[src/rtl/elastic_buffer_struct.sv]
// Elastic buffer for typed payloads: circular array with valid/ready on both
// sides, registered occupancy, almost-full warning and synchronous flush.
module elastic_buffer_struct #(
    parameter type T            = logic,
    parameter int  DEPTH        = 4,
    parameter int  AFULL_THRESH = DEPTH - 1
) (
    input  logic                       clk,
    input  logic                       reset,
    input  logic                       flush,
    input  logic                       valid_in,
    output logic                       ready_in,
    input  T                           data_in,
    output logic                       valid_out,
    input  logic                       ready_out,
    output T                           data_out,
    output logic [$clog2(DEPTH+1)-1:0] count,
    output logic                       almost_full
);
    localparam int PW = $clog2(DEPTH);
    localparam int CW = $clog2(DEPTH + 1);
    localparam logic [CW-1:0] FULL  = CW'(DEPTH);
    localparam logic [CW-1:0] AFULL = CW'(AFULL_THRESH);

    T              mem [DEPTH];
    logic [PW-1:0] rd_ptr;
    logic [PW-1:0] wr_ptr;
    logic          push;
    logic          pop;
    logic          clear;

    // Status comes only from registered occupancy, so no in-to-out paths.
    assign ready_in    = (count != FULL);
    assign valid_out   = (count != '0);
    assign almost_full = (count >= AFULL);
    assign data_out    = mem[rd_ptr];

    assign clear = reset || flush;
    assign push  = valid_in && ready_in;
    assign pop   = valid_out && ready_out;

    always_ff @(posedge clk) begin
        if (clear) begin
            rd_ptr <= '0;
            wr_ptr <= '0;
            count  <= '0;
        end else begin
            if (push) wr_ptr <= wr_ptr + PW'(1);
            if (pop)  rd_ptr <= rd_ptr + PW'(1);
            unique case ({push, pop})
                2'b10:   count <= count + CW'(1);
                2'b01:   count <= count - CW'(1);
                default: count <= count;
            endcase
        end
    end

    // Payload storage carries no reset; a cleared cycle drops its push.
    always_ff @(posedge clk) begin
        if (!clear && push) mem[wr_ptr] <= data_in;
    end

endmodule

[config.mk]
export PLATFORM = sky130hd
export DESIGN_NAME = elastic_buffer_struct
export DESIGN_NICKNAME = d
export VERILOG_FILES = /design/src/rtl/elastic_buffer_struct.sv
export SDC_FILE = /design/constraint.sdc
export NUM_CORES = 1
export LEC_CHECK = 0
export CORE_MARGIN = 2
export CORE_UTILIZATION = 48
export CTS_CLUSTER_SIZE = 12
export DETAILED_ROUTE_END_ITERATION = 10
export GPL_ROUTABILITY_DRIVEN = 0
export GPL_TIMING_DRIVEN = 0
export PLACE_DENSITY = 0.75
export SLEW_MARGIN = 20
export SYNTH_ARGS = -nofsm -noshare
export SYNTH_HDL_FRONTEND = slang
export SYNTH_SLANG_ARGS = --single-unit
[constraint.sdc]
create_clock -name clk -period 2.95 [get_ports clk]
set_input_delay 0.59 -clock clk [delete_from_list [all_inputs] [get_ports clk]]
set_output_delay 0.59 -clock clk [all_outputs]
set_load 0.005 [all_outputs]
# After elaboration in Yosys (flattened, before gate mapping)

Memories as Yosys holds them, arrays and structs flattened. A register that Yosys moved wholly into a read port is not among the register bits.
Index checks and enable logic that the tools add are counted.

Add/sub/neg operators: 4
$lt $le $gt $ge: 1
Eq/ne operators: 3
Multiplexer cells: 5
Reduce and logical (&&, ||, !) cells: 7

Operators with widths:

| operator            | number |
|---|---|
| $pmux 3 s2          | 1 |
| $add 2x1->2 const B | 2 |
| $mux 2              | 2 |
| $add 3x1->3 const B | 1 |
| $ge 3x2->1 const B  | 1 |
| $logic_and 1x1->1   | 3 |
| $ne 3x3->1 const B  | 1 |
| $reduce_bool 3->1   | 1 |
| $sub 3x1->3 const B | 1 |
| $eq 2x1->1 const B  | 1 |
| $eq 2x2->1 const B  | 1 |
| $mux 1              | 2 |
| $reduce_bool 2->1   | 1 |
| $logic_not 1->1     | 1 |
| $logic_or 1x1->1    | 1 |

Register bits after elaboration: 7
RAM bits: 4
Bits of input ports: 6
Output and inout port bits: 7
Logic and storage cells: 24
Memories kept: 1

Memories:

| memory | words | width | read ports | clocked after memory_dff | write ports | RTL line | RTL |
|---|---|---|---|---|---|---|---|
| mem    | 4     | 1     | 1          | 1                        | 1           | 25       | `T mem [DEPTH];` |

# Logic depth before layout (Yosys ltp)

Word-level depth: 5
Depth in mapped cells: 10
Mapped depth without buffers: 9

# Worst setup path after synthesis

OpenSTA, ideal clock, no wires.

Path kind: reg-to-reg
Start: register count[2]
End: register count[2]
Library setup time: 70 ps
Data arrival time: 2380 ps
Data required time: 2880 ps
Setup slack: 500 ps
Cell stages (with the launch flop): 11
Path buffers: 1
Clock period less this slack: 2450 ps
Cell sequence: dfxtp_1 > or3b_4 > and2_4 > buf_6 > inv_1 > ha_1 > inv_1 > fa_1 > xor2_1 > or3_2 > a21oi_1

Word-level cells in the longest chain between the ends: 4
Elaborated cells on any way between the ends: 10
Classes of those cells: 2 x add/sub; 3 x eq/ne; 1 x mux; 4 x reduce/logical

RTL lines:

| element                                                | RTL line | RTL |
|---|---|---|
| from (decl)                                            | 17       | `output logic [$clog2(DEPTH+1)-1:0] count,` |
| from (signal assigned)                                 | 51       | `2'b10: count <= count + CW'(1);` |
| from (signal assigned)                                 | 52       | `2'b01: count <= count - CW'(1);` |
| from (signal assigned)                                 | 53       | `default: count <= count;` |
| $ne 3x3->1 (*)                                         | 33       | `assign ready_in = (count != FULL);` |
| net ready_in                                           | 12       | `output logic ready_in,` |
| $logic_and 1x1->1 (*)                                  | 39       | `assign push = valid_in && ready_in;` |
| $eq 2x1->1 / $eq 2x2->1 (equally long branches)        | 50       | `unique case ({push, pop})` |
| $pmux 3 s2 / $reduce_bool 2->1 (equally long branches) | --       |  |

Mark *: on every way through the listed nets, which the timed path passes. The rest lies on a longest branch.
A chain may end at the register's enable or synchronous reset.

# Worst setup path in the final report

Start: register count[2]
End: register count[2]

Word-level cells in the longest chain between the ends: 4
Elaborated cells on any way between the ends: 10
Classes of those cells: 2 x add/sub; 3 x eq/ne; 1 x mux; 4 x reduce/logical

RTL lines:

| element                                                | RTL line |
|---|---|
| $ne 3x3->1 / $reduce_bool 3->1 (equally long branches) | 33, 34 |
| $logic_and 1x1->1, on equally long branches            | 39, 40 |
| $eq 2x1->1 / $eq 2x2->1 (equally long branches)        | 50 |
| $pmux 3 s2 / $reduce_bool 2->1 (equally long branches) | -- |

Several ways; a longest one is shown, not always the timed one.

==> flow_metrics.py <==
metrics = {
    "outcome": {
        "status": "finished clean",
    },
    "floorplanning": {
        "die_width_microns": 40.9,
        "die_area_sq_um": 1670,
        "core_area_sq_um": 1280,
        "row_count": 13,
        "boundaryPins": 13,
        "initial_utilization": 0.507,
        "die_y_microns": 40.9,
    },
    "critical_path": {
        "ff2ff_path_depth": 10,
        "cp_slowest_cell": "dfxtp_1",
        "crit_chain": "or3b_4, and2_4, buf_6, inv_1, ha_1, inv_1, fa_1, xor2_1, or3_2, a21oi_1",
        "cp.required_ns": 3.15,
        "cp-end-kind": "register",
        "critPathMaxStageDelay_ns": 0.44,
        "critical_path.most_common_cell": "inv_1",
        "r2r_slack_ns": 0.38,
        "cp-startpoint": "count[2]",
        "worstSetupStartpointType": "register",
        "path_max_fanout": 8,
        "timing.rr.start": "count[2]",
        "crit_type": "reg2reg",
        "arrival_ns": 2.77,
    },
    "yosys": {
        "synth_top_area_share": 0.276,
        "synth.most_common_cell": "dfxtp_1",
        "synth_commonest_cells": "dfxtp_1, nor2_1, inv_1",
        "yosysSeqAreaShare": 0.461,
        "yosysTopAreaCell": "dfxtp_1",
        "ys_dominant_reg_cell": "dfxtp_1",
        "netlist_area_sq_um": 652,
        "synthTopCellsByArea": "dfxtp_1, edfxtp_1, ha_1, nor2_1, xor2_1",
        "synth-edff-count": 4,
        "postSynthCellCount": 59,
        "yosysWarnings": 0,
        "ys_seq_elements": 13,
        "synthDistinctLibCells": 26,
        "synthArstFlopShare": 0,
        "syn_nets": 71,
        "syn_avg_cell_area_sq_um": 11.0,
    },
    "drt": {
        "first_pass_iters": 4,
        "wl_microns": 975,
        "via_per_inst": 4.97,
        "num_vias": 447,
        "drtAntennaViolNets": 0,
        "drt_iter0_drc": 14,
        "drc_errors": 0,
        "wl_per_cell_microns": 10.8,
    },
    "timing": {
        "finalHoldViolCount": 0,
        "post-route-min-period_ns": 2.57,
        "tns_ns": 0,
        "slew_violations": 0,
        "slew_headroom": 0.736,
        "max_freq_ghz": 0.389,
        "setup_violations": 0,
        "skew_ns": 0.00190,
        "max_slew.worst_pin.slew_ns": 0.391,
        "fin_crit_sh": 0.871,
        "rsz0062_at_grt": "no",
    },
    "finish": {
        "final_area_sq_um": 817,
        "utilization": 0.636,
        "fillers": 120,
        "final_nets": 88,
        "synthToLayoutAreaGrowth_pct": 25.3,
        "drive_gt1_frac": 0.200,
        "antennaDiodeCount": 0,
    },
    "global_route": {
        "gr-total-overflow": 0,
        "grtUsageTotal": 0.138,
        "antenna_found_initial": 0,
        "grt_pass1_wl_mm": 1.38,
        "grt_max_degree": 9,
        "grt_pass1_vias": 315,
    },
    "power": {
        "finalPower_w": 0.000342,
        "irDropWorstVdd_uv": 387,
        "powerDensity_nw_per_um2": 419,
        "power.leakage_nw": 0.324,
    },
    "cts": {
        "cts_made_buffers": 3,
        "cts_hold_buf": 0,
        "clk_latency_ns": 0.27,
        "cts_setup_buffers": 0,
        "clockBufferDepth": 2,
        "cts_resized": 0,
        "root_buffer": "clkbuf_4",
        "cts_sinks": 13,
        "htree_levels": 1,
        "tritoncts": "built",
        "clk_pin_slew_ns": 0.07,
    },
    "placement": {
        "placed_area_sq_um": 791,
        "numPortBuffers": 12,
        "hpwl_microns": 733,
    },
    "min_path": {
        "holdPathStages": 2,
        "min_path_type": "reg2reg",
        "hold_start": "wr_ptr[0]",
    },
    "run": {
        "maxCapViolations": 0,
    },
}
per-stage QoR:
stage                     std cells  setup WS (ns)  hold slack (ns)
final                            90          0.381            0.508
after global routing             90          0.278            0.544
after CTS                        90          0.381            0.512
after detailed placement         86          0.248            0.501
after global placement           86          0.258            0.485
after floorplan                  59          0.500            0.469
area by class of cell:
type | instances | area [sq um] | area share
clock buffers | 4 | 26.3 | 0.0322
inverters | 6 | 22.5 | 0.0276
repair buffers | 12 | 120 | 0.147
flip-flops and latches | 13 | 300 | 0.368
multi-input cells | 38 | 314 | 0.384
well taps | 15 | 18.8 | 0.0230
plain buffers | 2 | 15.0 | 0.0184
cell families (layout without fill, tap and decap cells):
kind of cell / Yosys count / count (layout) / synth area share
AND/OR/NAND/NOR: 19 / 19 / 0.167
flip-flops: 13 / 13 / 0.461
buffers and inverters: 8 / 24 / 0.0576
AO/OA/AOI/OAI: 7 / 7 / 0.0844
adder cells (fa/ha/maj): 6 / 6 / 0.127
XOR/XNOR: 4 / 4 / 0.0538
multiplexers: 2 / 2 / 0.0499
power by group:
group          total [W]  internal, W  switching, W
Combinational  0.0000449    0.0000261     0.0000188
Sequential      0.000192     0.000188    0.00000460
Clock           0.000105    0.0000523     0.0000526
metal layers:
| layer | routed length, microns | GRT usage | up-vias |
|---|---|---|---|
| met1 | 471 | 0.173 | 204 |
| met2 | 464 | 0.180 | 8 |
| li1 | - | - | 235 |
| met3 | 39 | 0.0978 | 0 |
| met4 | 0 | 0.0500 | 0 |
| met5 | 0 | 0 | - |
cell usage in the layout, fill, tap and decap left out, types with 2 or more instances in the layout:
cell | netlist | layout
clkdlybuf4s50_1 | 0 | 12
dfxtp_1 | 9 | 9
nor2_1 | 7 | 7
inv_1 | 6 | 6
ha_1 | 5 | 5
edfxtp_1 | 4 | 4
xor2_1 | 3 | 3
clkbuf_4 | 0 | 3
and3_1 | 2 | 2
or3_2 | 2 | 2
and3_2 | 2 | 2
clkbuf_1 | 1 | 2
a21oi_1 | 2 | 2
nand2_1 | 2 | 2
critical path, delay by kind of cell, from the launching register on:
| family | cells | cell delay [ns] |
|---|---|---|
| buffers and inverters | 3 | 0.23 |
| xor gates and xnor gates | 1 | 0.15 |
| and+or+nand+nor | 3 | 1.00 |
| AOI/OAI and AO/OA | 1 | 0.15 |
| DFF | 1 | 0.44 |
| adders and majority gates | 2 | 0.54 |
worst paths after layout:
path	end
setup reg to reg	count[2]
setup / recovery	count[2]
hold / removal	wr_ptr[0]
hold reg to reg	wr_ptr[0]
(Power assumes the default switching activity.)
